==> src/rtl/booth_mul_seq_if.sv <==
// Request/response bundle for the iterative Booth multiplier.
// The master drives the operands and start; the slave returns busy, done and the product.
interface booth_mul_seq_if #(parameter int W = 8);
  logic           start;
  logic           signed_mode;
  logic [W-1:0]   a;
  logic [W-1:0]   b;
  logic           busy;
  logic           done;
  logic [2*W-1:0] m;

  modport master (output start, signed_mode, a, b, input busy, done, m);
  modport slave  (input start, signed_mode, a, b, output busy, done, m);
endinterface

==> src/rtl/booth_mul_seq.sv <==
// Iterative radix-4 Booth multiplier: one Booth digit per clock through a single shared adder.
// Operands are extended to W+2 bits, so signed and unsigned modes share one datapath.
module booth_mul_seq #(
  parameter int W = 8
) (
  input  logic          clk,
  input  logic          rst,
  booth_mul_seq_if.slave bus
);
  localparam int N  = W / 2 + 1;
  localparam int XW = W + 2;
  localparam int AW = W + 3;
  localparam int CW = $clog2(N);

  typedef enum logic [1:0] {IDLE, CALC, DONE} state_e;

  state_e         state_q, state_d;
  logic [CW-1:0]  cnt_q, cnt_d;
  logic [XW-1:0]  a_q, a_d;
  logic [AW-1:0]  acc_q, acc_d;
  logic [XW-1:0]  mul_q, mul_d;
  logic           qm1_q, qm1_d;
  logic [2*W-1:0] m_q, m_d;
  logic           done_q, done_d;

  logic [XW-1:0]  a_ext, b_ext;
  logic [2:0]     digit;
  logic [AW-1:0]  sel_x, addend, sum;
  logic           neg;
  logic [AW-1:0]  acc_sh;
  logic [XW-1:0]  mul_sh;

  assign a_ext = {{2{bus.signed_mode & bus.a[W-1]}}, bus.a};
  assign b_ext = {{2{bus.signed_mode & bus.b[W-1]}}, bus.b};
  assign digit = {mul_q[1:0], qm1_q};

  always_comb begin
    sel_x = '0;
    neg   = 1'b0;
    case (digit)
      3'b001, 3'b010: sel_x = {a_q[XW-1], a_q};
      3'b011:         sel_x = {a_q, 1'b0};
      3'b100: begin
        sel_x = {a_q, 1'b0};
        neg   = 1'b1;
      end
      3'b101, 3'b110: begin
        sel_x = {a_q[XW-1], a_q};
        neg   = 1'b1;
      end
      default: ;
    endcase
  end

  // Subtraction reuses the adder: invert the operand and inject the +1 as carry-in.
  assign addend = sel_x ^ {AW{neg}};
  assign sum    = acc_q + addend + {{(AW-1){1'b0}}, neg};
  assign acc_sh = {{2{sum[AW-1]}}, sum[AW-1:2]};
  assign mul_sh = {sum[1:0], mul_q[XW-1:2]};

  always_comb begin
    state_d = state_q;
    cnt_d   = cnt_q;
    a_d     = a_q;
    acc_d   = acc_q;
    mul_d   = mul_q;
    qm1_d   = qm1_q;
    m_d     = m_q;
    done_d  = 1'b0;
    case (state_q)
      IDLE: begin
        if (bus.start) begin
          a_d     = a_ext;
          mul_d   = b_ext;
          acc_d   = '0;
          qm1_d   = 1'b0;
          cnt_d   = '0;
          state_d = CALC;
        end
      end
      CALC: begin
        acc_d = acc_sh;
        mul_d = mul_sh;
        qm1_d = mul_q[1];
        cnt_d = cnt_q + 1'b1;
        if (cnt_q == CW'(N - 1)) state_d = DONE;
      end
      DONE: begin
        // Low 2W bits of the {acc, mul} pair after all digits have been shifted out.
        done_d  = 1'b1;
        m_d     = {acc_q[W-3:0], mul_q};
        state_d = IDLE;
        if (bus.start) begin
          a_d     = a_ext;
          mul_d   = b_ext;
          acc_d   = '0;
          qm1_d   = 1'b0;
          cnt_d   = '0;
          state_d = CALC;
        end
      end
      default: state_d = IDLE;
    endcase
  end

  always_ff @(posedge clk) begin
    if (rst) begin
      state_q <= IDLE;
      cnt_q   <= '0;
      a_q     <= '0;
      acc_q   <= '0;
      mul_q   <= '0;
      qm1_q   <= 1'b0;
      m_q     <= '0;
      done_q  <= 1'b0;
    end else begin
      state_q <= state_d;
      cnt_q   <= cnt_d;
      a_q     <= a_d;
      acc_q   <= acc_d;
      mul_q   <= mul_d;
      qm1_q   <= qm1_d;
      m_q     <= m_d;
      done_q  <= done_d;
    end
  end

  assign bus.busy = (state_q == CALC);
  assign bus.done = done_q;
  assign bus.m    = m_q;
endmodule

==> src/flat_wrapper.sv <==
// flat-port wrapper written by rule: the top's interface ports become plain ports
module booth_mul_seq_flat 
#(
  parameter int W = 8
)
  (clk, rst, bus_start, bus_signed_mode, bus_a, bus_b, bus_busy, bus_done, bus_m);
  booth_mul_seq_if #(.W(W)) bus_i ();
  input  logic clk;
  input  logic rst;
  input wire logic [$bits(bus_i.start)-1:0] bus_start;
  input wire logic [$bits(bus_i.signed_mode)-1:0] bus_signed_mode;
  input wire logic [$bits(bus_i.a)-1:0] bus_a;
  input wire logic [$bits(bus_i.b)-1:0] bus_b;
  output wire logic [$bits(bus_i.busy)-1:0] bus_busy;
  output wire logic [$bits(bus_i.done)-1:0] bus_done;
  output wire logic [$bits(bus_i.m)-1:0] bus_m;
  assign bus_i.start = bus_start;
  assign bus_i.signed_mode = bus_signed_mode;
  assign bus_i.a = bus_a;
  assign bus_i.b = bus_b;
  assign bus_busy = bus_i.busy;
  assign bus_done = bus_i.done;
  assign bus_m = bus_i.m;
  booth_mul_seq #(.W(W)) u_core (.clk(clk), .rst(rst), .bus(bus_i));
endmodule
==> config.mk <==
export PLATFORM = sky130hd
export DESIGN_NAME = booth_mul_seq_flat
export DESIGN_NICKNAME = d
export VERILOG_FILES = /design/src/rtl/booth_mul_seq_if.sv /design/src/rtl/booth_mul_seq.sv /design/src/flat_wrapper.sv
export SDC_FILE = /design/constraint.sdc
export NUM_CORES = 1
export LEC_CHECK = 0
export CAP_MARGIN = 30
export CORE_ASPECT_RATIO = 1.4
export CORE_MARGIN = 2
export CORE_UTILIZATION = 30
export CTS_BUF_LIST = sky130_fd_sc_hd__clkbuf_16
export DETAILED_ROUTE_END_ITERATION = 8
export PLACE_DENSITY = 0.6
export SYNTH_ARGS = -nofsm -noshare
export SYNTH_HDL_FRONTEND = slang
export SYNTH_SLANG_ARGS = --single-unit
export TNS_END_PERCENT = 5
==> constraint.sdc <==
create_clock -name clk -period 3 [get_ports clk]
set_clock_uncertainty 0.05 [all_clocks]
set_input_delay 0.45 -clock clk [delete_from_list [all_inputs] [get_ports clk]]
set_output_delay 0.45 -clock clk [all_outputs]
set_load 0.1 [all_outputs]
==> results.json <==
{
  "grt_antenna_before_repair": 0,
  "holdWs_ns": 0.4027,
  "drv_cap": 0,
  "finalWorstSetupSlack_ns": 0.1878,
  "io_buffer_count": 37,
  "critPathSlowestCell": "or4_1",
  "status": "completed",
  "hold_class": "flip-flop to flip-flop",
  "cts-resized-gates": 0,
  "wl_met2_um": 3394,
  "highest_layer": "met4",
  "wirelength_um": 6260,
  "dpl_cell_area_mm2": 0.003065,
  "cp_num_buf_inv": 2,
  "antenna_cells": 0,
  "avgSynthCellArea_um2": 8.466,
  "start_util": 0.3086,
  "grt_max_degree": 48,
  "num_io_pins": 38,
  "maxSlewViolCount": 0,
  "drc_errors": 0,
  "yosys.area.top_type": "dfxtp_1",
  "worstPathCellList": "inv_1 > ha_2 > o31ai_2 > buf_4 > xor2_1 > ha_1 > and2_1 > or4_1 > a21oi_2 > o21ai_1 > a211oi_2",
  "vias_per_cell": 4.989,
  "synth_edf_count": 0,
  "ant_nets": 0,
  "cts_tree": "built",
  "fmax_mhz": 355.6,
  "via_count": 2245,
  "layout.nets": 381,
  "dp_worst_setup_slack_ns": 0.09851,
  "syn_inst": 312,
  "critPathKind": "flip-flop to flip-flop",
  "rsz0062_at_grt": "no",
  "cts-root-buf": "clkbuf_16",
  "startpoint_type": "flip-flop",
  "wl_met3_um": 212,
  "ys_ff_latch": 51,
  "cpPeakStageDelay_ns": 0.41,
  "synthToLayoutAreaGrowth_pct": 21.65,
  "ys_seq_area_frac": 0.3865,
  "die_x_um": 83.30,
  "cts_sinks": 51,
  "final_cell_mix": "59 x nand2_1, 49 x dfxtp_1, 35 x a21oi_1, 25 x buf_4, 22 x nor2_1",
  "post_cts_buffers": 0,
  "synth_fp_nets": 348,
  "critPathCaptureType": "flip-flop",
  "cts_hold_buf": 0,
  "worst_pin_slew_ns": 0.6267,
  "clk_latency_ns": 0.29,
  "post_drt_wl_per_cell_um": 13.91,
  "setup_tns_ns": 0,
  "rows": 40,
  "grt_overflow": 0,
  "crit_fanout": 11,
  "cts_buffers": 5,
  "drive_gt1_frac": 0.1304,
  "clkTransAtPathRegs_ns": 0.06,
  "ir_drop_mv": 0.3206,
  "gp_congestion": 0.8657,
  "grt_pass1_wl_um": 10150,
  "cpLargestDelayFamily": "compound AO/OA/AOI/OAI gates",
  "finalPower_mw": 1.624,
  "synthTopCellsByArea": "dfxtp_1 39%, nand2_1 8.4%, ha_1 7.1%",
  "finalSetupViolCount": 0,
  "grt_use_total": 0.1334,
  "dr.pass1.iters": 4,
  "die_h_um": 115.0,
  "synth_cell_types": 43,
  "final_util": 0.3754,
  "period_minus_slack_ns": 2.812,
  "synth_warnings": 0,
  "syn_area_mm2": 0.002641,
  "synth_ff_type": "dfxtp_1",
  "drtIter0Drc": 77,
  "wl_met1_um": 2520,
  "slew_headroom": 0.5822,
  "finalInstanceArea_mm2": 0.003213,
  "placed_cells": 443,
  "crit_arrival_ns": 2.97,
  "dieArea_mm2": 0.009581,
  "synthArstFlopShare": 0,
  "p_leak_nw": 1.290,
  "dpl.hpwl_um": 4646,
  "p_per_area_mw_per_mm2": 505.6,
  "final_common_cell": "nand2_1",
  "crit_required_ns": 3.16,
  "grt_pass1_vias": 2150,
  "coreArea_mm2": 0.008558,
  "synth_top_area_share": 0.3865,
  "min_period_over_period": 0.9374,
  "clockBufferDepth": 2,
  "hold_viol": 0,
  "stdcell_count": 450,
  "cts_htree_levels": 2,
  "ff2ff_setup_slack_ns": 0.19
}
-- kinds of logic after synthesis --
kind of cell,synth area share
xor gates and xnor gates,0.05306
adders and majority gates,0.07864
muxes,0.04595
and+or+nand+nor,0.1810
DFF,0.3865
AOI/OAI and AO/OA,0.2113
buffers and inverters,0.04358
-- worst min-delay path: stages, from the launching register on --
cell and delay, ns:
dfxtp_1 0.31, nand2_1 0.05, a21oi_1 0.05
-- power breakdown --
part	switching, mW	total [mW]	internal (mW)	leakage, nW
Sequential	0.0346	0.748	0.714	0.416
Clock	0.234	0.534	0.300	0.0671
Combinational	0.199	0.343	0.143	0.807
Total	0.467	1.62	1.16	1.29
-- layout make-up --
type	instances	area [µm²]
Fill cell	894	5345
Inverter	8	30.03
Timing Repair Buffer	44	377.9
Tap cell	105	131.4
Clock inverter	2	8.758
Sequential cell	51	1023
Multi-Input combinational cell	235	1516
Clock buffer	5	125.1
-- sequential cells by signal (all words and copies together), names as in the netlist --
signal           count
u_core.cnt_q         3
u_core.state_q       2
u_core.mul_q        10
u_core.bus.done      1
u_core.bus.m        16
u_core.a_q           9
u_core.qm1_q         1
u_core.acc_q         9
-- final timing paths --
check / start / to / cells past startpoint
max reg2reg: u_core.mul_q[0] / u_core.acc_q[9] / 11
max: u_core.mul_q[0] / u_core.acc_q[9] / 11
min: u_core.bus.m[5] / u_core.bus.m[5] / 2
min reg2reg: u_core.bus.m[5] / u_core.bus.m[5] / 2
-- synth_stat cells, types with 2 or more instances --
cell type and number:
a22oi_1 14, xor2_1 15, dfxtp_1 51, nor3b_1 3
o21ai_0 3, ha_1 15, nor3_1 6, a21oi_2 2
buf_1 2, nand3_1 2, mux2i_1 11, nand2b_1 5
a21oi_1 35, and2_1 3, nor2b_1 2, o21ai_1 4
clkbuf_1 7, nand2_1 59, a21o_1 5, a211oi_1 11
nor2_1 22, inv_1 7, buf_2 8
-- routing by layer --
metal / GRT usage / up-vias
li1: - / 1154
met1: 0.1332 / 1051
met2: 0.2591 / 32
met3: 0.03087 / 8
met4: 0.06339 / 0
met5: 0 / -
Note: power is estimated with default switching activity, not from simulation.
